File: config.mk
export PLATFORM = sky130hd
export DESIGN_NAME = gpr_csr_file
export DESIGN_NICKNAME = d
export VERILOG_FILES = /design/src/rtl/gpr_csr_file_pkg.sv /design/src/rtl/gpr_csr_file_trap_fsm.sv /design/src/rtl/gpr_csr_file.sv
export SDC_FILE = /design/constraint.sdc
export NUM_CORES = 2
export LEC_CHECK = 0
export ABC_AREA = 1
export BUFFER_PORTS_ARGS = -buffer_cell sky130_fd_sc_hd__buf_4
export CAP_MARGIN = 20
export CORE_MARGIN = 4
export CORE_UTILIZATION = 42
export CTS_CLUSTER_DIAMETER = 40
export DETAILED_ROUTE_END_ITERATION = 12
export GPL_TIMING_DRIVEN = 0
export HOLD_SLACK_MARGIN = 0.15
export PLACE_DENSITY = 0.6
export SLEW_MARGIN = 10
export SYNTH_ARGS = -nofsm -noshare
export SYNTH_HDL_FRONTEND = slang
export SYNTH_SLANG_ARGS = --single-unit
File: constraint.sdc
create_clock -name clk -period 52.2 [get_ports clk]
set_input_delay 2.61 -clock clk [delete_from_list [all_inputs] [get_ports clk]]
set_output_delay 2.61 -clock clk [all_outputs]
set_load 0.005 [all_outputs]
File: src/rtl/gpr_csr_file_pkg.sv
// Shared types and constants for the RV32 GPR/CSR state block.
// CSR command encoding, CSR map, mstatus fields and reset values.
package rf_pkg;

    typedef enum logic [2:0] {
        CMD_NOP   = 3'd0,
        CMD_RW    = 3'd1,
        CMD_RS    = 3'd2,
        CMD_RC    = 3'd3,
        CMD_ECALL = 3'd4,
        CMD_MRET  = 3'd5
    } csr_cmd_e;

    typedef enum logic [2:0] {
        ST_IDLE,
        ST_TRAP_SAVE,
        ST_TRAP_STAT,
        ST_MRET_STAT,
        ST_DONE
    } trap_state_e;

    localparam logic [11:0] CSR_MSTATUS  = 12'h300;
    localparam logic [11:0] CSR_MTVEC    = 12'h305;
    localparam logic [11:0] CSR_MSCRATCH = 12'h340;
    localparam logic [11:0] CSR_MEPC     = 12'h341;
    localparam logic [11:0] CSR_MCAUSE   = 12'h342;
    localparam logic [11:0] CSR_MCYCLE   = 12'hB00;
    localparam logic [11:0] CSR_MCYCLEH  = 12'hB80;

    localparam int MSTATUS_MIE    = 3;
    localparam int MSTATUS_MPIE   = 7;
    localparam int MSTATUS_MPP_LO = 11;
    localparam int MSTATUS_MPP_HI = 12;

    // Only MIE and MPIE are software-writable; MPP stays machine mode.
    localparam logic [31:0] MSTATUS_WMASK = 32'h0000_0088;

    localparam logic [31:0] MCAUSE_RST  = 32'h0000_000b;
    localparam logic [31:0] ECALL_CAUSE = 32'd11;

    // New CSR value for the read-modify-write commands.
    function automatic logic [31:0] csr_new_val(
        input csr_cmd_e    cmd,
        input logic [31:0] old,
        input logic [31:0] wsrc
    );
        logic [31:0] r;
        r = old;
        unique case (cmd)
            CMD_RW:  r = wsrc;
            CMD_RS:  r = old | wsrc;
            CMD_RC:  r = old & ~wsrc;
            default: r = old;
        endcase
        return r;
    endfunction

endpackage

File: src/rtl/gpr_csr_file_trap_fsm.sv
// Trap sequencer: ECALL entry and MRET return.
// Drives the state-update strobes and the done/redirect pulse.
module csr_trap_fsm
    import rf_pkg::*;
(
    input  logic clk,
    input  logic rst,
    input  logic start_ecall,
    input  logic start_mret,
    output logic ready,
    output logic save_en,
    output logic trap_stat_en,
    output logic mret_stat_en,
    output logic done,
    output logic done_is_mret
);

    trap_state_e state_q;
    trap_state_e state_d;
    logic        is_mret_q;

    // State register plus a flag telling DONE which redirect target to use.
    always_ff @(posedge clk or posedge rst) begin
        if (rst) begin
            state_q   <= ST_IDLE;
            is_mret_q <= 1'b0;
        end else begin
            state_q <= state_d;
            if (start_ecall) begin
                is_mret_q <= 1'b0;
            end else if (start_mret) begin
                is_mret_q <= 1'b1;
            end
        end
    end

    // Next-state and strobe decode.
    always_comb begin
        state_d      = state_q;
        ready        = 1'b0;
        save_en      = 1'b0;
        trap_stat_en = 1'b0;
        mret_stat_en = 1'b0;
        done         = 1'b0;
        unique case (state_q)
            ST_IDLE: begin
                ready = 1'b1;
                if (start_ecall) begin
                    state_d = ST_TRAP_SAVE;
                end else if (start_mret) begin
                    state_d = ST_MRET_STAT;
                end
            end
            ST_TRAP_SAVE: begin
                save_en = 1'b1;
                state_d = ST_TRAP_STAT;
            end
            ST_TRAP_STAT: begin
                trap_stat_en = 1'b1;
                state_d      = ST_DONE;
            end
            ST_MRET_STAT: begin
                mret_stat_en = 1'b1;
                state_d      = ST_DONE;
            end
            ST_DONE: begin
                done    = 1'b1;
                state_d = ST_IDLE;
            end
            default: state_d = ST_IDLE;
        endcase
    end

    assign done_is_mret = is_mret_q;

endmodule

File: src/rtl/gpr_csr_file.sv
// RV32 architectural state: GPR file and machine-mode CSR unit.
// Holds GPRs, CSRs, the CSR RW/RS/RC datapath and the mcycle counter.
module gpr_csr_file
    import rf_pkg::*;
#(
    parameter int          NUM_GPR     = 16,
    parameter bit          BYPASS      = 1'b1,
    parameter bit          HAS_CYCLE   = 1'b1,
    parameter logic [31:0] MSTATUS_RST = 32'h1800,
    parameter int          AW          = $clog2(NUM_GPR)
) (
    input  logic          clk,
    input  logic          rst,
    input  logic [AW-1:0] rs1_addr,
    input  logic [AW-1:0] rs2_addr,
    output logic [31:0]   rs1_data,
    output logic [31:0]   rs2_data,
    input  logic          rd_wen,
    input  logic [AW-1:0] rd_addr,
    input  logic [31:0]   rd_wdata,
    input  logic          csr_valid,
    output logic          csr_ready,
    input  csr_cmd_e      csr_cmd,
    input  logic [11:0]   csr_addr,
    input  logic [31:0]   csr_wsrc,
    input  logic [31:0]   pc_cur,
    output logic          csr_done,
    output logic [31:0]   csr_rdata,
    output logic          illegal_csr,
    output logic          redirect_valid,
    output logic [31:0]   redirect_pc
);

    logic [31:0] gpr_q [NUM_GPR];

    logic [31:0] mstatus_q;
    logic [31:0] mtvec_q;
    logic [31:0] mscratch_q;
    logic [31:0] mepc_q;
    logic [31:0] mcause_q;
    logic [63:0] mcycle_q;
    logic [31:0] trap_pc_q;

    logic        done_q;
    logic        ill_q;
    logic [31:0] rdata_q;

    logic        fsm_ready;
    logic        save_en;
    logic        trap_stat_en;
    logic        mret_stat_en;
    logic        fsm_done;
    logic        done_is_mret;

    logic        is_rmw;
    logic        csr_acc;
    logic        start_ecall;
    logic        start_mret;
    logic        csr_legal;
    logic [31:0] csr_old;
    logic [31:0] csr_new;
    logic        csr_wr;

    // Architectural register reads; x0 is hardwired, optional write-first bypass.
    function automatic logic [31:0] gpr_read(input logic [AW-1:0] a);
        logic [31:0] r;
        r = gpr_q[a];
        if (a == '0) begin
            r = '0;
        end else if (BYPASS && rd_wen && (rd_addr == a)) begin
            r = rd_wdata;
        end
        return r;
    endfunction

    assign rs1_data = gpr_read(rs1_addr);
    assign rs2_data = gpr_read(rs2_addr);

    // GPR array; x0 is never written.
    always_ff @(posedge clk or posedge rst) begin
        if (rst) begin
            for (int i = 0; i < NUM_GPR; i++) begin
                gpr_q[i] <= '0;
            end
        end else if (rd_wen && (rd_addr != '0)) begin
            gpr_q[rd_addr] <= rd_wdata;
        end
    end

    assign is_rmw = (csr_cmd == CMD_RW) ||
                    (csr_cmd == CMD_RS) ||
                    (csr_cmd == CMD_RC);

    assign csr_acc     = csr_valid && fsm_ready && is_rmw;
    assign start_ecall = csr_valid && fsm_ready && (csr_cmd == CMD_ECALL);
    assign start_mret  = csr_valid && fsm_ready && (csr_cmd == CMD_MRET);

    // CSR address decode and old-value read.
    always_comb begin
        csr_legal = 1'b1;
        csr_old   = '0;
        unique case (csr_addr)
            CSR_MSTATUS:  csr_old = mstatus_q;
            CSR_MTVEC:    csr_old = mtvec_q;
            CSR_MSCRATCH: csr_old = mscratch_q;
            CSR_MEPC:     csr_old = mepc_q;
            CSR_MCAUSE:   csr_old = mcause_q;
            CSR_MCYCLE: begin
                csr_legal = HAS_CYCLE;
                csr_old   = HAS_CYCLE ? mcycle_q[31:0] : '0;
            end
            CSR_MCYCLEH: begin
                csr_legal = HAS_CYCLE;
                csr_old   = HAS_CYCLE ? mcycle_q[63:32] : '0;
            end
            default: csr_legal = 1'b0;
        endcase
    end

    assign csr_new = csr_new_val(csr_cmd, csr_old, csr_wsrc);

    // Set/clear with a zero mask is a pure read.
    assign csr_wr = csr_acc && csr_legal &&
                    ((csr_cmd == CMD_RW) || (csr_wsrc != '0));

    // Machine CSRs: software writes plus trap entry/return updates.
    always_ff @(posedge clk or posedge rst) begin
        if (rst) begin
            mstatus_q  <= MSTATUS_RST;
            mtvec_q    <= '0;
            mscratch_q <= '0;
            mepc_q     <= '0;
            mcause_q   <= MCAUSE_RST;
            trap_pc_q  <= '0;
        end else begin
            if (start_ecall) begin
                trap_pc_q <= pc_cur;
            end
            if (save_en) begin
                mepc_q   <= {trap_pc_q[31:2], 2'b00};
                mcause_q <= ECALL_CAUSE;
            end
            if (trap_stat_en) begin
                mstatus_q[MSTATUS_MPIE] <= mstatus_q[MSTATUS_MIE];
                mstatus_q[MSTATUS_MIE]  <= 1'b0;
                mstatus_q[MSTATUS_MPP_HI:MSTATUS_MPP_LO] <= 2'b11;
            end
            if (mret_stat_en) begin
                mstatus_q[MSTATUS_MIE]  <= mstatus_q[MSTATUS_MPIE];
                mstatus_q[MSTATUS_MPIE] <= 1'b1;
            end
            if (csr_wr) begin
                unique case (csr_addr)
                    CSR_MSTATUS: begin
                        mstatus_q <= (mstatus_q & ~MSTATUS_WMASK) |
                                     (csr_new & MSTATUS_WMASK);
                    end
                    CSR_MTVEC:    mtvec_q    <= {csr_new[31:2], 2'b00};
                    CSR_MSCRATCH: mscratch_q <= csr_new;
                    CSR_MEPC:     mepc_q     <= {csr_new[31:2], 2'b00};
                    CSR_MCAUSE:   mcause_q   <= csr_new;
                    default: ;
                endcase
            end
        end
    end

    // Free-running cycle counter; a half written by software skips the increment.
    always_ff @(posedge clk or posedge rst) begin
        if (rst) begin
            mcycle_q <= '0;
        end else if (csr_wr && (csr_addr == CSR_MCYCLE)) begin
            mcycle_q[31:0] <= csr_new;
        end else if (csr_wr && (csr_addr == CSR_MCYCLEH)) begin
            mcycle_q[63:32] <= csr_new;
        end else begin
            mcycle_q <= mcycle_q + 64'd1;
        end
    end

    // One-cycle response for RW/RS/RC; rdata is zero outside a legal response.
    always_ff @(posedge clk or posedge rst) begin
        if (rst) begin
            done_q  <= 1'b0;
            ill_q   <= 1'b0;
            rdata_q <= '0;
        end else begin
            done_q  <= csr_acc;
            ill_q   <= csr_acc && !csr_legal;
            rdata_q <= (csr_acc && csr_legal) ? csr_old : '0;
        end
    end

    csr_trap_fsm u_fsm (
        .clk          (clk),
        .rst          (rst),
        .start_ecall  (start_ecall),
        .start_mret   (start_mret),
        .ready        (fsm_ready),
        .save_en      (save_en),
        .trap_stat_en (trap_stat_en),
        .mret_stat_en (mret_stat_en),
        .done         (fsm_done),
        .done_is_mret (done_is_mret)
    );

    assign csr_ready      = fsm_ready;
    assign csr_done       = done_q | fsm_done;
    assign csr_rdata      = rdata_q;
    assign illegal_csr    = ill_q;
    assign redirect_valid = fsm_done;
    assign redirect_pc    = fsm_done ? (done_is_mret ? mepc_q : mtvec_q) : '0;

endmodule

* Word level (Yosys, flattened, before mapping)
Index checks and enable logic that the tools add are counted.
** Word-level totals
- Register bits :: 804
- Logic and storage cells :: 136
- ROM bits :: 0
- Bits in writable memories :: 0
- Input port bits :: 127
- Memories :: 0
- Bits in latches :: 0
** Cells by class
- Shift operators :: 0
- Eq/ne operators :: 20
- Add/sub/neg operators :: 1
- Mux-type cells :: 45
- Div/mod/pow operators :: 0
- Reduce and logical (&&, ||, !) cells :: 28
- Multipliers :: 0
- Order comparisons :: 4
- Bitwise gates (word level) :: 8
** Operators with widths (number)
- 32-bit two-way mux :: 21
- 512-bit bitwise mux :: 1
- 32-bit binary-select mux with 4-bit select :: 2
- 32-bit case mux with 7 select lines :: 1
- 32-bit demux with 4-bit select :: 1
- 32-bit case mux with 3 select lines :: 1
- 64-bit by 1-bit adder with 64-bit output (second input constant) :: 1
- 12-bit by 10-bit equality test with 1-bit output (second input constant) :: 5
- 32-bit AND :: 1
- 32-bit inverter :: 1
- 32-bit OR :: 1
- 32-bit by 8-bit OR with 32-bit output :: 1
- 32-bit nonzero test :: 1
- 13-bit two-way mux :: 2
- 12-bit equality test (second input constant) :: 2
- 5-bit greater-or-equal comparator (second input constant) :: 3
- 4-bit inverter with 5-bit output :: 3
- 1-bit logical AND :: 13
- 3-bit by 2-bit equality test with 1-bit output (second input constant) :: 4
- 1-bit two-way mux :: 12
- 3-bit equality test (second input constant) :: 3
- 3-bit case mux with 3 select lines :: 1
- 4-bit equality test :: 2
- 4-bit zero test :: 2
- 15 further kinds :: 21

* Depth between registers and ports, before layout
- Depth after elaboration :: 9
- Mapped depth :: 15
- Gate-level depth less buffers :: 13

* By module
From an unflattened synthesis, not the netlist that was laid out.
** Unflattened totals
- Cells, all modules :: 6196
- Area total of the unflattened synthesis :: 43699.4 um2
** Modules (own cells, without submodules)
- gpr_csr_file :: area an instance 43508.0 um2, cells each 6171, instances 1
- csr_trap_fsm :: area an instance 191.4 um2, cells each 25, instances 1

* Least setup slack after synthesis
Ideal clock, no wire load.
- Path kind :: in2out
- Start :: in rd_addr[2]
- End :: out rs2_data[10]
- Path slack :: 45.681 ns
- Arrival :: 3.909 ns
- Buffers on the path :: 2
- Stages :: 9
- Cell sequence :: buf_2 inv_1 nand2_1 a221oi_1 nand3_1 clkbuf_1 nand2_1 a21oi_1 a21oi_1
** On the way
- Cells in the longest elaborated chain, start to end :: 4
** Ends and longest elaborated chain
- from (decl) :: RTL line gpr_csr_file.sv:19 : input logic [AW-1:0] rd_addr,
- 4-bit equality test :: RTL line gpr_csr_file.sv:70 : end else if (BYPASS && rd_wen && (rd_addr == a)) begin
- 1-bit logical AND :: RTL line gpr_csr_file.sv:70
- 32-bit two-way mux :: RTL line gpr_csr_file.sv:70
- 32-bit two-way mux :: RTL line gpr_csr_file.sv:68 : if (a == '0) begin
- to (decl) :: RTL line gpr_csr_file.sv:17 : output logic [31:0] rs2_data,
Every way passes these cells.

* Worst setup path in the final report
- Start :: in rs1_addr[0]
- End :: out rs1_data[9]
** On the way
- Cells in the longest elaborated chain, start to end :: 6
- Elaborated cells on any way between the ends :: 9
- Classes of those cells :: eq/ne: 1; mux: 5; bitwise: 1; reduce/logical: 2
** Ends and longest elaborated chain
- from (decl) :: RTL line gpr_csr_file.sv:14 : input logic [AW-1:0] rs1_addr,
- 4-bit inverter with 5-bit output (implied by the code) :: RTL line gpr_csr_file.sv:67 : r = gpr_q[a];
- 32-bit binary-select mux with 4-bit select :: RTL line gpr_csr_file.sv:67
- 32-bit two-way mux (implied by the code) (2 in a row) :: RTL line gpr_csr_file.sv:67
- 32-bit two-way mux :: RTL line gpr_csr_file.sv:70
- 32-bit two-way mux (*) :: RTL line gpr_csr_file.sv:68
- to (decl) :: RTL line gpr_csr_file.sv:16 : output logic [31:0] rs1_data,
Mark *: on every way between the ends. The rest lies on a longest branch, timed or not. The select of a mux whose other input is x is not followed.

==> metrics.md <==
| Metric | Value |
|---|---|
| Count of cell types in the netlist | `between 40 and 50` |
| Site row count | `118` |
| Worst-Skew Late Latency | `0.77 ns` |
| Multi-input logic area | `approximately 21000 sq um` |
| CTS root buffer | `sky130_fd_sc_hd__clkbuf_16` |
| Number of nets in the synthesized netlist | `approximately 6300` |
| Worst Path Max Fanout | `10` |
| Startpoint of the worst setup timing path | `rs1_addr[0]` |
| Arrival time reported for the critical path endpoint | `between 6 and 7 ns` |
| Compound-cell area share of the yosys netlist | `approximately a quarter` |
| Pin count of the biggest net entering global routing | `117` |
| Max VDD drop | `about 32 uV` |
| Critical R2R Capture | `mcycle_q[44]` |
| Critical path class | `input pin to output pin` |
| Routed via count | `roughly 50000` |
| Post-layout instance area | `about 53000 sq um` |
| Relative slew slack | `a little under a tenth` |
| Clock edge transition at the registers on the reported setup and hold paths | `roughly 0.060 ns` |
| Final worst clock skew | `approximately 0.033 ns` |
| Achievable clock frequency | `between 100 and 150 MHz` |
| Part of the Yosys area used for sequential elements | `around 44%` |
| Cell chain of the critical path | `buf_4, buf_2, clkbuf_1, clkbuf_1, o21ai_0, nand3_1, nand2_1, a31oi_1, nor2_1, nor2_1, buf_4` |
| Fill cells | `around 11000` |
| DRT iter0 DRCs | `7300` |
| GRT Residual Overflow | `0` |
| Global-route usage over all layers | `~47%` |
| Max-cap violations | `0` |
| TNS Setup | `0 ns` |
| Hold-fix buffers, CTS | `0` |
| Effective utilization at floorplan | `between 40% and 50%` |
| Die Span Y | `~330 microns` |
| Leakage component of the power | `24.3 nW` |
| Final cell utilization of the core | `around half` |
| Top-level I/O count | `259` |
| Combined area of all synthesized cells | `approximately 44000 sq um` |
| CP max stage cell | `sky130_fd_sc_hd__clkbuf_1` |
| WL final | `266 mm` |
| Startpoint types | `input pin` |
| Termination of the worst setup path | `rs1_data[9]` |
| Area fraction in and, or, nand and nor cells after synthesis | `roughly 23%` |
| Net total in the final layout | `about 6700` |
| Setup repair after global routing missed its margin | `false` |
| Part of the cycle the worst path needs | `18.2%` |
| Quantity of gates resized following cts | `0` |
| Final setup fails | `0` |
| Post-CTS repair timing setup buffer count | `0` |
| Final hold viol count | `0` |
| Number of antenna violations at the first check in global routing | `23` |
| Chip width | `approximately 330 microns` |
| XOR/XNOR Fraction of Synth Area | `less than 1%` |
| Startpoint of the worst hold path | `gpr_q[497]` |
| Minimum clock period | `9.50 ns` |
| FF-to-FF Start | `mcycle_q[0]` |
| Count of input and output buffers | `between 200 and 250` |
| Level count of the clock H-tree | `4` |
| Layout overhead on the synthesized area | `21.4%` |
| Total power after layout | `around 2.2 mW` |
| Sinks on Clock Net | `between 700 and 800` |
| Core Box Area | `104000 sq um` |
| Maximum cell stage delay along the critical path | `~0.9 ns` |
| Mux cell area share after synthesis | `0%` |
| Number of buffers created by CTS | `149` |
| Initial DRT Pass Iterations | `9` |
| HPWL after DPL | `about 200 mm` |
| Instance area after placement | `about 48000 sq um` |
| Final weighted congestion in routability-driven placement | `between 1 and 1.5` |
| Tightest Hold Check Type | `register to register` |
| Post-synthesis average cell area | `about 7.1 sq um` |
| TritonCTS clock tree | `built` |
| Via density | `around 6.2` |
| Number of global-route vias before repair | `approximately 48000` |
| Residual antenna-violating net count after detailed routing | `0` |
| Share of final-layout standard cells stronger than drive strength 1 | `between 10 and 15%` |
| Slew @ Worst Pin | `about 1.4 ns` |
| Area enclosed by the die boundary | `around 110000 sq um` |
| Total number of yosys warnings | `0` |
| Number of max-slew violations in the final report | `0` |
| CP required | `between 40 and 50 ns` |
| # DRC | `0` |
| Run status | `finished, final reports clean` |
| Power per unit of standard cell area | `41.7 nW/um^2` |
| Detailed-route wire length per cell | `between 30 and 40 microns` |
| Area occupied by registers | `between 15000 and 20000 sq um` |
| Main combinational cell family by area after synthesis | `compound AO/OA/AOI/OAI gates` |
| Register bit total from synthesis | `774` |
| Register-to-Register Path Depth | `11` |
| Global-route wire length before repair | `between 300 and 400 mm` |
| Kind of capture point of the worst setup path | `output pin` |
| Clk buf depth | `3` |
| Register-to-register path setup slack | `approximately 50 ns` |
| Gate Count Post-Synth | `around 6000` |
| Adder-cell share of the synthesized area | `less than 1%` |
## sequential cells by signal (all words and copies together), names as in the netlist
signal / cells
mstatus_q: 4
u_fsm.state_q: 3
illegal_csr: 1
trap_pc_q: 30
gpr_q: 512
mtvec_q: 30
u_fsm.done_is_mret: 1
csr_rdata: 32
mscratch_q: 32
mcycle_q: 64
done_q: 1
mepc_q: 32
mcause_q: 32
## per-layer routing
| layer | track usage, % | routed length [microns] | up-vias |
|---|---|---|---|
| li1 | - | - | 21472 |
| met1 | 52.2 | 89500 | 24071 |
| met2 | 71.0 | 114000 | 3847 |
| met3 | 14.2 | 29100 | 1268 |
| met4 | 46.7 | 33400 | 16 |
| met5 | 0 | 106 | - |
## placed cells by master (no fill, tap or decap), types with 49 or more instances in the layout
cell / instances
sky130_fd_sc_hd__a21oi_1: 655
sky130_fd_sc_hd__buf_2: 49
sky130_fd_sc_hd__buf_4: 265
sky130_fd_sc_hd__clkbuf_1: 395
sky130_fd_sc_hd__clkbuf_16: 150
sky130_fd_sc_hd__dfrtp_1: 769
sky130_fd_sc_hd__inv_1: 439
sky130_fd_sc_hd__nand2_1: 1427
sky130_fd_sc_hd__nand3_1: 498
sky130_fd_sc_hd__nor2_1: 426
sky130_fd_sc_hd__o211ai_1: 120
sky130_fd_sc_hd__o21ai_0: 1054
sky130_fd_sc_hd__o21ai_1: 84
## cells in the mapped netlist (all sizes together)
cell type	instances	area [sq um]
or2	2	12.5
a221oi	2	17.5
inv	457	1720
dfstp	5	131
a21oi	655	3280
xnor2	25	219
buf	116	621
a31oi	13	81.3
o22ai	6	37.5
nor3b	1	7.51
a22o	1	8.76
o21a	29	218
o21ai	1138	5700
nor2	444	1750
nor4	4	31.3
nand3b	12	93.8
ha	1	12.5
nand3	503	2560
clkinv	4	15.0
clkbuf	382	1440
nand2	1432	5390
and3	2	12.5
nand4	20	189
xor2	19	166
o211ai	120	901
dfrtp	769	19200
nor3	17	111
## layout make-up
type / count / share of cell area (%)
clock buffer: 180 / 7.53
antenna: 12 / 0.0563
inverter: 461 / 3.26
clock inverter: 91 / 2.19
multi-input combinational: 4446 / 39.0
tap: 1380 / 3.24
sequential: 774 / 36.3
timing repair buffer: 278 / 4.53
buffer: 498 / 3.86
## power breakdown
group | internal, mW | total [mW] | switching [mW] | leakage (nW)
clock | 0.644 | 1.01 | 0.366 | 2.50
sequential | 0.708 | 0.791 | 0.0829 | 9.73
combinational | 0.130 | 0.425 | 0.295 | 12.0
## through the flow
stage	hold WS (ns)	cells	worst slack, ns
5_1_grt	0.469	8108	42.93
6_report	0.455	8120	42.70
3_3_place_gp	0.441	7807	17.98
2_1_floorplan	0.429	6179	27.87
3_5_place_dp	0.445	7822	43.55
4_1_cts	0.457	8093	43.55
## worst min path at each step
stage	slack, ns	to	depth (start not counted)
global placement	0.44	gpr_q[505]	1
global route	0.47	gpr_q[485]	1
floorplan	0.43	gpr_q[480]	1
CTS	0.46	gpr_q[494]	1
finish	0.45	gpr_q[497]	1
detailed placement	0.45	mstatus_q[11]	2
## worst max-delay path, delay by kind of cell
family          cells  cell delay (ns)
compound gates      2             1.04
buf+inv             5             2.19
simple gates        4             1.02
## cells by family (layout without fill, tap and decap cells)
kind of cell    after synthesis  count (layout)
compound gates             1964            1964
xor+xnor                     44              44
fa+ha+maj                     1               1
buf+inv                     959            1508
flops                       774             774
other cells                   0              12
simple gates               2437            2437
Note: power is estimated with default switching activity, not from simulation.
